==> src/rtl/fetch_unit.sv <==
// Instruction-fetch stage: owns the PC, addresses instruction memory and
// captures the returned instruction into the IF/ID register for decode.
module fetch_unit #(
   parameter int unsigned                DATA_WIDTH    = 32,
   parameter int unsigned                ADDRESS_WIDTH = 32,
   parameter logic [ADDRESS_WIDTH-1:0]   RESET_VECTOR  = '0,
   parameter logic [DATA_WIDTH-1:0]      NOP_INSTR     = DATA_WIDTH'(32'h0000_0013)
) (
   input  logic                     i_clk,
   input  logic                     i_rst,
   input  logic                     i_stall,
   input  logic                     i_redirect,
   input  logic [ADDRESS_WIDTH-1:0] i_redirect_target,
   output logic [ADDRESS_WIDTH-1:0] o_imem_address,
   input  logic [DATA_WIDTH-1:0]    i_imem_instruction,
   output logic [ADDRESS_WIDTH-1:0] o_id_pc,
   output logic [DATA_WIDTH-1:0]    o_id_instruction,
   output logic                     o_id_valid,
   output logic                     o_misaligned
);

   logic [ADDRESS_WIDTH-1:0] r_pc;
   logic [ADDRESS_WIDTH-1:0] r_id_pc;
   logic [DATA_WIDTH-1:0]    r_id_instruction;
   logic                     r_id_valid;
   logic                     r_misaligned;

   logic [ADDRESS_WIDTH-1:0] w_pc_seq;
   logic [ADDRESS_WIDTH-1:0] w_pc_target;
   logic                     w_target_unaligned;

   // Sequential increment wraps silently at the top of the address space.
   assign w_pc_seq           = r_pc + ADDRESS_WIDTH'(4);
   assign w_pc_target        = {i_redirect_target[ADDRESS_WIDTH-1:2], 2'b00};
   assign w_target_unaligned = |i_redirect_target[1:0];

   always_ff @(posedge i_clk) begin
      if (i_rst) begin
         r_pc             <= RESET_VECTOR;
         r_id_pc          <= '0;
         r_id_instruction <= NOP_INSTR;
         r_id_valid       <= 1'b0;
         r_misaligned     <= 1'b0;
      end else if (i_redirect) begin
         // Redirect wins over stall; the wrong-path fetch becomes a bubble.
         r_pc             <= w_pc_target;
         r_id_pc          <= '0;
         r_id_instruction <= NOP_INSTR;
         r_id_valid       <= 1'b0;
         if (w_target_unaligned) begin
            r_misaligned <= 1'b1;
         end
      end else if (!i_stall) begin
         r_pc             <= w_pc_seq;
         r_id_pc          <= r_pc;
         r_id_instruction <= i_imem_instruction;
         r_id_valid       <= 1'b1;
      end
   end

   assign o_imem_address   = r_pc;
   assign o_id_pc          = r_id_pc;
   assign o_id_instruction = r_id_instruction;
   assign o_id_valid       = r_id_valid;
   assign o_misaligned     = r_misaligned;

endmodule
==> config.mk <==
export PLATFORM = sky130hd
export DESIGN_NAME = fetch_unit
export DESIGN_NICKNAME = d
export VERILOG_FILES = /design/src/rtl/fetch_unit.sv
export SDC_FILE = /design/constraint.sdc
export NUM_CORES = 1
export LEC_CHECK = 0
export BUFFER_PORTS_ARGS = -buffer_cell sky130_fd_sc_hd__buf_2
export CAP_MARGIN = 20
export CORE_ASPECT_RATIO = 0.7
export CORE_MARGIN = 3
export CORE_UTILIZATION = 30
export CTS_CLUSTER_SIZE = 28
export DETAILED_ROUTE_END_ITERATION = 7
export GPL_TIMING_DRIVEN = 0
export PLACE_DENSITY_LB_ADDON = 0.25
export SLEW_MARGIN = 10
export SYNTH_ARGS = -nofsm -noshare
export SYNTH_HDL_FRONTEND = slang
export SYNTH_SLANG_ARGS = --single-unit
export TNS_END_PERCENT = 10
==> constraint.sdc <==
create_clock -name i_clk -period 3.7 [get_ports i_clk]
set_clock_uncertainty 0.2 [all_clocks]
set_input_delay 0.185 -clock i_clk [delete_from_list [all_inputs] [get_ports i_clk]]
set_output_delay 0.185 -clock i_clk [all_outputs]
set_load 0.02 [all_outputs]
* Word level (Yosys, flattened, before mapping)
Index checks and enable logic that the tools add are counted.
** Storage, ports and cells
- Flip-flop bits (word level) :: 98
- Input port bits :: 68
- Output and inout port bits :: 98
- Word-level logic and storage cells :: 13
** Cells by class
- $add $sub $neg :: 1
- Eq/ne operators :: 1
- Mux-type cells :: 2
- Reduce and logical (&&, ||, !) cells :: 3
** Operators with widths (number)
- $mux 32 :: 2
- $add 32x3->32 const B :: 1
- $reduce_or 2->1 :: 2
- $ne 2x1->1 const B :: 1
- $reduce_and 2->1 :: 1

* Logic depth before layout (Yosys ltp)
Gate-level depths: netlist (run 1).
- Depth after elaboration :: 3
- Mapped depth :: 6
- Mapped depth without buffers :: 5

* Worst setup path before layout (run 1)
No wires, ideal clock.
- Path type :: reg2reg
- From :: register r_pc[2], in the netlist o_imem_address[2]
- To :: register r_pc[26], in the netlist o_imem_address[26]
- Setup time :: 91 ps
- Arrival time :: 2035 ps
- Data required time :: 3409 ps
- Path slack :: 1374 ps
- Cell stages (with the launch flop) :: 6
- Path buffers :: 0
- Period minus slack after synthesis :: 2326 ps
- Cells stage by stage :: dfxtp_1 ha_1 nand3b_1 or3_1 or4_1 a311oi_1
** On the way
- Longest elaborated chain between the ends :: 3
** Ends and longest elaborated chain
- start, declared :: line 22 : logic [ADDRESS_WIDTH-1:0] r_pc;
- start signal, assigned :: line 46 : r_pc <= w_pc_target;
- start signal, assigned :: line 54 : r_pc <= w_pc_seq;
- $add 32x3->32 :: line 33 : assign w_pc_seq = r_pc + ADDRESS_WIDTH'(4);
- $mux 32 :: line 53 : end else if (!i_stall) begin
- $mux 32 :: line 44 : end else if (i_redirect) begin
No other way between the ends. The select of a mux whose other input is x is not followed.
A chain may end at the register's enable or synchronous reset.

* Worst setup path after layout (run 1)
Same ends and word-level chain as after synthesis.

==> flow_summary_export.csv, run 1 <==
group,metric,value,unit
run_status,status,"finished clean",
drt,vias_per_cell,4.797,
worst_setup_path,start_kind,"flop",
worst_setup_path,slowest_delay,0.54,ns
timing,finalHoldViolations,0,
cells_and_area,final_common_cell,"buf_2",
timing,fmax,389.5,MHz
timing,max_slew_margin,45.47,%
worst_setup_path,arrival,2.62,ns
drt,vias,4140,
cells_and_area,seqCellArea,1882,sq um
worst_setup_path,critical_path.top_delay_family,"simple AND/OR/NAND/NOR gates",
timing,setup-tns-final,0,ns
worst_setup_path,r2r_start,"o_imem_address[2]$_SDFFE_PP0P_",
timing,worst_slack,1.133,ns
placement,hpwlAfterDp,9778,microns
power,vdd_drop_max,212.6,uV
timing,slew_violations,0,
clock_network,cts_tree,"yes",
drt,ant_nets,0,
die,die-height,103.2,microns
cells_and_area,multi_input_area,1997,sq um
worst_setup_path,crit_required,3.76,ns
yosys,ys_seq_area_share,46.43,%
yosys,ys_types,47,
cells_and_area,final_nets,747,
global_route,grt-ovfl-total,0,
yosys,yosys_warnings,0,
timing,worstMarginPinSlew,0.8179,ns
job,drv_cap,0,
power,swShare,28.56,%
power,power.leakage,2.706,nW
power,p_seq_share,46.7,%
worst_setup_path,worst-setup-path-type,"reg -> reg",
drt,drt_wl_total,13730,microns
power,comb_power_share,14.9,%
die,core,12800,sq um
worst_setup_path,endpoint_kind,"flop",
cells_and_area,diodes,0,
global_route,grt_pass1_wl,21600,microns
clock_network,post-cts-setup-buffers,0,
clock_network,postCtsResizedCells,0,
clock_network,clk_pin_slew,0.07,ns
yosys,synthFlopType,"dfxtp_1",
timing,rsz0062_at_grt,"no",
worst_setup_path,critPathBufInv,0,
global_route,grt_antenna_before_repair,0,
clock_network,clockBufferDepth,2,
placement,place_ws,1.192,ns
yosys,synth_top_area_cell,"dfxtp_1",
cells_and_area,layout_common_cells,"buf_2 (163), dfxtp_1 (94), nor2_1 (83)",
yosys,synth_top_cell_area_share,46.43,%
worst_setup_path,cpMaxStageDelayCell,"or4_1",
global_route,grt_use_total,18.12,%
power,p_int,1.689,mW
die,io_pins,166,
die,die_area,14960,sq um
die,num_rows,34,
die,fp.dieW,144.9,microns
worst_hold_path,min-delay-start,"i_redirect_target[31]",
cells_and_area,synthToLayoutAreaGrowth,48.19,%
yosys,async_flop_share,0,%
die,initial_core_util,31.65,%
timing,finalSetupViolCount,0,
yosys,syn-cell-area,4053,sq um
placement,port_buffers,159,
worst_setup_path,cp_cell_sequence,"ha_1 -> nand3b_1 -> or3_1 -> or4_1 -> a311oi_1",
yosys,ys_seq_elements,94,
timing,finalCritPeriodShare,69.39,%
clock_network,clkSinkCount,94,
drt,drc,0,
timing,period_needed,2.567,ns
placement,gp_congestion,0.7732,
yosys,synth_area_leaders,"dfxtp_1 (46%), mux2i_1 (16%), nor2_1 (7.7%), xnor2_1 (2.6%), clkbuf_1 (2.3%)",
power,pwr-share-clk,38.3,%
worst_setup_path,critPathMaxFanout,7,
worst_setup_path,cp-startpoint,"o_imem_address[2]$_SDFFE_PP0P_",
clock_network,insertion_delay,0.35,ns
power,power-per-cell-area,393.7,nW/um^2
drt,wl_per_cell,15.90,microns
clock_network,cts_made_buffers,9,
clock_network,cts_root_buf,"clkbuf_16",
cells_and_area,n_fill_cell,1275,
worst_hold_path,hold_path_class,"in -> reg",
drt,drt_iter0_drc,199,
yosys,synth_cells,442,
yosys,avgSynthCellArea,9.169,sq um
power,netSwitchingPower,675.5,uW
global_route,grt_pass1_vias,4150,
drt,firstDrtPassIters,4,
cells_and_area,drive_gt1_share,27.82,%
global_route,grt_max_degree,19,
clock_network,htreeDepth,3,
yosys,synth-edff-count,0,
==> flip-flops by register name, summed over array words and instances, names as in the netlist <==
signal            flops
o_id_valid            1
o_id_instruction     32
o_id_pc              30
o_misaligned          1
o_imem_address       30
==> final cells by class <==
cell class / count / area share [%]
clock buffers: 9 / 3.750
clock inverters: 7 / 1.083
multi-input cells: 307 / 33.25
repair buffers: 222 / 23.75
well taps: 180 / 3.750
flip-flops and latches: 94 / 31.33
plain buffers: 34 / 2.458
inverters: 10 / 0.6250
==> tightest hold or removal path: stages <==
cell and delay [ns]:
buf_2 0.10, and2_1 0.12, a31oi_1 0.04, o221ai_1 0.15
==> cells in the mapped netlist, types with 4 or more instances <==
cell type   n
dfxtp_1    94
nor2_1     83
mux2i_1    64
clkbuf_1   25
nand2_1    22
xnor2_1    12
a21oi_1    10
or3_1      10
a311oi_1    9
inv_1       9
nand3_1     9
nor4_1      9
a211oi_1    8
nand4_1     8
o21ai_0     7
nor3_1      6
or4_1       5
and4_1      4
buf_2       4
buf_4       4
nand4b_1    4
==> per-layer routing <==
metal	share of wire (%)	GRT usage (%)	vias up
li1	-	-	2041
met1	44	22.47	1947
met2	48	31.63	136
met3	6.9	5.444	16
met4	1.1	4.380	0
met5	0	0	-
==> stage by stage <==
stage                     hold slack, ns  instances  util [%]  total power, mW  area, sq um
after floorplan                   0.1029        445         -            1.300         4064
after global placement            0.2001        784     39.71            1.420         5085
after detailed placement          0.2145        784     39.71            1.427         5085
after CTS                        0.08869        863     46.90            2.389         6006
after global routing              0.1282        863     46.90            2.459         6006
final                            0.08899        863     46.90            2.365         6006
==> power groups by stage <==
stage / Sequential (mW) / Clock, mW / Combinational, mW
after floorplan: 1.16 / 0 / 0.135
after global placement: 1.12 / 0 / 0.295
after detailed placement: 1.13 / 0 / 0.300
after CTS: 1.10 / 0.932 / 0.352
after global routing: 1.11 / 0.961 / 0.385
final: 1.10 / 0.907 / 0.353
==> cell families (layout without fill, tap and decap cells) <==
family	after synthesis	count (layout)	synth area share, %
AO/OA/AOI/OAI	52	52	9.201
XOR/XNOR	12	12	2.593
buffers and inverters	44	282	4.569
flip-flops	94	94	46.43
other	1	4	0.09253
multiplexers	64	64	15.81
AND/OR/NAND/NOR	174	174	20.99
adder cells (fa/ha/maj)	1	1	0.3087
==> what timing repair did <==
item | in CTS | in global routing
endpoints found under the hold margin | 62 | 0
setup endpoints to repair | 0 | 0
hold buffers | 63 | 0
==> path summary, 6_finish.rpt <==
check | end | depth (start not counted) | slack, ns
worst max-delay path | o_imem_address[26]$_SDFFE_PP0P_ | 5 | 1.13
worst min-delay path | o_imem_address[31]$_SDFFE_PP0P_ | 4 | 0.09
worst max register to register | o_imem_address[26]$_SDFFE_PP0P_ | 5 | 1.13
worst min register to register | o_misaligned$_SDFFE_PP0P_ | 2 | 0.26
(Power assumes the default switching activity.)
==> run 2: changes to the inputs <==
clock period = 2.4 ns   (was 3.7 ns; I/O delays follow)
==> flow_summary_export.csv, run 2 (synthesis gave the netlist of run 1 again) <==
group,metric,value,unit
clock_network,cts_root_buf,"clkbuf_16",
timing,fmax,434.3,MHz
clock_network,clkSinkCount,94,
cells_and_area,drive_gt1_share,28.84,%
timing,finalSetupViolCount,0,
cells_and_area,final_nets,747,
drt,ant_nets,0,
worst_setup_path,worst-setup-path-type,"reg -> reg",
worst_setup_path,endpoint_kind,"flop",
clock_network,insertion_delay,0.34,ns
cells_and_area,n_fill_cell,1270,
placement,gp_congestion,0.7732,
drt,vias,4136,
placement,placed_area,5085,sq um
timing,period_needed,2.303,ns
worst_hold_path,hold-path-endpoint,"o_imem_address[31]$_SDFFE_PP0P_",
clock_network,clk_pin_slew,0.07,ns
clock_network,cts_made_buffers,9,
job,drv_cap,0,
worst_hold_path,hold_depth,4,
timing,timing.hold.ws,0.02892,ns
die,fp.dieW,144.9,microns
worst_hold_path,hold_path_class,"in -> reg",
drt,drt_iter0_drc,176,
placement,port_buffers,159,
power,p_int,2.606,mW
clock_network,post-cts-setup-buffers,0,
clock_network,htreeDepth,3,
die,die-height,103.2,microns
worst_setup_path,r2r_slack,0.1,ns
die,initial_core_util,31.65,%
power,comb_power_share,15.0,%
global_route,grt_pass1_vias,4141,
cells_and_area,largest_register_ffs,32,
die,core,12800,sq um
worst_setup_path,cp_cell_sequence,"ha_2 -> nand3b_1 -> or3_4 -> or4_1 -> a311oi_1",
power,power-per-cell-area,603.6,nW/um^2
worst_setup_path,arrival,2.35,ns
worst_setup_path,start_kind,"flop",
global_route,grt_max_degree,19,
timing,rsz0062_at_grt,"no",
power,swShare,28.43,%
global_route,grt-ovfl-total,0,
worst_setup_path,critPathBufInv,0,
drt,vias_per_cell,4.793,
power,power.leakage,2.707,nW
cells_and_area,final_common_cell,"buf_2",
worst_setup_path,critical_path.top_delay_family,"simple AND/OR/NAND/NOR gates",
worst_setup_path,crit_required,2.45,ns
die,die_area,14960,sq um
timing,max_slew_margin,45.56,%
worst_hold_path,min-delay-start,"i_redirect_target[31]",
worst_setup_path,cp-startpoint,"o_imem_address[2]$_SDFFE_PP0P_",
global_route,grt_use_total,18.10,%
cells_and_area,fin_area,6032,sq um
drt,drt_wl_total,13720,microns
power,netSwitchingPower,1.035,mW
run_status,status,"finished clean",
cells_and_area,fin_util,47.11,%
drt,firstDrtPassIters,4,
worst_setup_path,r2r_start,"o_imem_address[2]$_SDFFE_PP0P_",
timing,finalHoldViolations,0,
clock_network,clockBufferDepth,2,
power,p_seq_share,46.9,%
timing,finalCritPeriodShare,95.95,%
die,num_rows,34,
power,finalPower,3.641,mW
drt,drc,0,
worst_setup_path,ff2ff_path_depth,5,
cells_and_area,layout_common_cells,"buf_2 (163), dfxtp_1 (90), nor2_1 (83)",
global_route,grt_antenna_before_repair,0,
placement,hpwlAfterDp,9778,microns
clock_network,cts_tree,"yes",
power,pwr-share-clk,38.2,%
worst_setup_path,critPathMaxFanout,7,
worst_setup_path,slowest_delay,0.51,ns
worst_setup_path,cpMaxStageDelayCell,"or4_1",
drt,wl_per_cell,15.89,microns
die,io_pins,166,
cells_and_area,diodes,0,
timing,worstMarginPinSlew,0.8166,ns
worst_setup_path,worstReg2RegEnd,"o_imem_address[26]$_SDFFE_PP0P_",
power,vdd_drop_max,320.5,uV
timing,slew_violations,0,
timing,setup-tns-final,0,ns
cells_and_area,synthToLayoutAreaGrowth,48.84,%
global_route,grt_pass1_wl,21570,microns
-- run 2: worst min-delay path: cells and delay by family --
| kind | cells | cell delay, ns |
|---|---|---|
| compound gates | 2 | 0.19 |
| simple gates | 1 | 0.12 |
| buf+inv | 1 | 0.10 |
-- run 2: repair_timing --
action	4_1_cts	5_1_grt
gates resized for setup	4	4
gates cloned	0	0
endpoints found under the setup margin	1	2
hold buffers	63	0
endpoints found under the hold margin	62	0
-- run 2: cell type report --
cell class | count | area, sq um | area share [%]
multi-input combinational | 307 | 2018 | 33.46
sequential | 94 | 1887 | 31.28
timing repair buffer | 222 | 1426 | 23.65
clock buffer | 9 | 225.2 | 3.734
tap | 180 | 225.2 | 3.734
buffer | 34 | 147.6 | 2.448
clock inverter | 7 | 65.06 | 1.079
inverter | 10 | 37.54 | 0.6223
-- run 2: how the worst max path moves through the flow --
stage                     cells after the start                         endpoint  slack [ns]
after floorplan                               5  o_imem_address[26]$_SDFFE_PP0P_        0.07
after global placement                        5  o_imem_address[26]$_SDFFE_PP0P_       -0.10
after detailed placement                      5  o_imem_address[26]$_SDFFE_PP0P_       -0.11
after CTS                                     5  o_imem_address[29]$_SDFFE_PP0P_        0.07
after global routing                          5  o_imem_address[29]$_SDFFE_PP0P_        0.02
final                                         5  o_imem_address[26]$_SDFFE_PP0P_         0.1
-- run 2: power groups by stage --
stage | Sequential, mW | Clock (mW) | Combinational, mW
5_1_grt | 1.72 | 1.48 | 0.594
3_3_place_gp | 1.73 | 0 | 0.455
4_1_cts | 1.70 | 1.44 | 0.543
6_report | 1.71 | 1.39 | 0.545
2_1_floorplan | 1.80 | 0 | 0.209
3_5_place_dp | 1.74 | 0 | 0.462
-- run 2: per-layer routing --
layer	share of wire (%)	GRT usage, %	vias to the layer above	routed length [microns]
li1	-	-	2037	-
met1	45	22.45	1960	6177
met2	48	31.66	129	6584
met3	6.1	5.444	10	839
met4	0.82	4.234	0	113
met5	0	0	-	0
-- run 2: stage by stage --
step	setup WS (ns)	instances
final	0.09726	863
after global routing	0.01754	863
after CTS	0.07357	863
after detailed placement	-0.1083	784
after global placement	-0.1028	784
after floorplan	0.07376	445
==> run 3: changes to the inputs <==
CTS_BUF_LIST = sky130_fd_sc_hd__clkbuf_4   (was unset)
==> flow_summary_export.csv, run 3 (synthesis gave the netlist of run 1 again) <==
group,metric,value,unit
clock_network,clk_pin_slew,0.17,ns
drt,wl_per_cell,15.73,microns
drt,vias_per_cell,4.768,
timing,slew_violations,0,
placement,gp_congestion,0.7732,
drt,vias,4134,
cells_and_area,drive_gt1_share,29.55,%
timing,max_slew_margin,46.46,%
placement,port_buffers,159,
global_route,grt_max_degree,19,
drt,drt_iter0_drc,245,
global_route,grt_pass1_wl,21540,microns
cells_and_area,final_common_cell,"buf_2",
worst_setup_path,arrival,2.51,ns
run_status,status,"finished clean",
power,power-per-cell-area,523.2,nW/um^2
timing,worstMarginPinSlew,0.8032,ns
timing,finalSetupViolCount,0,
timing,fmax,426.8,MHz
cells_and_area,layout_common_cells,"buf_2 (163), dfxtp_1 (84), nor2_1 (83)",
clock_network,clkSinkCount,94,
global_route,grt_use_total,18.01,%
power,power.leakage,2.662,nW
worst_setup_path,critPathMaxFanout,7,
cells_and_area,n_fill_cell,1279,
die,io_pins,166,
timing,finalHoldViolations,0,
worst_setup_path,endpoint_kind,"flop",
drt,firstDrtPassIters,4,
die,initial_core_util,31.65,%
global_route,grt-ovfl-total,0,
cells_and_area,diodes,0,
worst_setup_path,worst-setup-path-type,"reg -> reg",
timing,setup-tns-final,0,ns
clock_network,clockBufferDepth,2,
global_route,grt_antenna_before_repair,0,
die,fp.dieW,144.9,microns
drt,drt_wl_total,13640,microns
cells_and_area,synthToLayoutAreaGrowth,45.88,%
cells_and_area,fin_area,5912,sq um
cells_and_area,largest_register_ffs,32,
power,vdd_drop_max,300.8,uV
timing,timing.hold.ws,0.04500,ns
worst_hold_path,hold_path_class,"in -> reg",
worst_setup_path,crit_required,2.57,ns
clock_network,cts_root_buf,"clkbuf_4",
timing,rsz0062_at_grt,"no",
worst_setup_path,start_kind,"flop",
timing,period_needed,2.343,ns
global_route,grt_pass1_vias,4137,
die,die-height,103.2,microns
drt,ant_nets,0,
clock_network,cts_tree,"yes",
die,die_area,14960,sq um
clock_network,post-cts-setup-buffers,0,
timing,finalCritPeriodShare,97.63,%
worst_hold_path,hold_depth,3,
placement,hpwlAfterDp,9778,microns
placement,placed_area,5085,sq um
die,core,12800,sq um
clock_network,insertion_delay,0.45,ns
clock_network,htreeDepth,3,
drt,drc,0,
die,num_rows,34,
cells_and_area,final_nets,751,
job,drv_cap,0,
worst_setup_path,ff2ff_path_depth,5,
clock_network,cts_made_buffers,9,
[run 3: cell count changes in the layout (fill, tap and decap cells not counted), moves of 4 or more]
cell,delta
dlygate4sd3_1,+4
clkbuf_16,-9
dfxtp_2,+6
clkbuf_4,+9
dfxtp_1,-6
[run 3: timing repair]
action,4_1_cts,5_1_grt
resized for setup,3,11
endpoints found under the hold margin,63,0
hold buffers,67,0
gates cloned,0,0
setup endpoints to repair,1,3
[run 3: final cells by class]
cell class	count	area (sq um)	share of cell area (%)
multi-input combinational	307	2007	33.95
sequential	94	1894	32.04
timing repair buffer	226	1466	24.80
tap	180	225.2	3.810
buffer	34	148.9	2.519
clock buffer	9	67.56	1.143
clock inverter	7	65.06	1.101
inverter	10	37.54	0.6349
[run 3: worst max-delay path, cell delays in order (launching register included)]
cell and delay, ns:
dfxtp_2 0.45, ha_1 0.29, nand3b_1 0.17, or3_4 0.41
or4_1 0.51, a311oi_1 0.25
[run 3: stage by stage]
step                      utilization [%]  power [mW]  setup WS, ns  cells
after floorplan                         -       2.005       0.07376    445
after global placement              39.71       2.189       -0.1028    784
after detailed placement            39.71       2.200       -0.1083    784
after CTS                           46.04       3.132       0.05561    867
after global routing                46.17       3.241      0.007120    867
final                               46.17       3.093       0.05684    867
[run 3: layer usage]
metal / vias to the layer above / GRT usage, % / part of all wire, %
met3: 9 / 5.096 / 6.7
met1: 1946 / 22.65 / 45
met4: 0 / 3.504 / 0.55
met5: - / 0 / 0
met2: 135 / 31.66 / 48
li1: 2044 / - / -
[run 3: power breakdown]
| group | switching [mW] | total [mW] | internal, mW |
|---|---|---|---|
| clock network | 0.598 | 0.834 | 0.237 |
| registers | 0.0799 | 1.71 | 1.63 |
| logic | 0.291 | 0.550 | 0.259 |
| total | 0.969 | 3.09 | 2.12 |
[run 3: path summary, 6_finish.rpt]
| kind | startpoint | to | slack [ns] |
|---|---|---|---|
| hold reg to reg | o_misaligned$_SDFFE_PP0P_ | o_misaligned$_SDFFE_PP0P_ | 0.27 |
| hold / removal | i_rst | o_id_instruction[1]$_SDFFE_PP1N_ | 0.05 |
| setup / recovery | o_imem_address[2]$_SDFFE_PP0P_ | o_imem_address[26]$_SDFFE_PP0P_ | 0.06 |
| setup reg to reg | o_imem_address[2]$_SDFFE_PP0P_ | o_imem_address[26]$_SDFFE_PP0P_ | 0.06 |
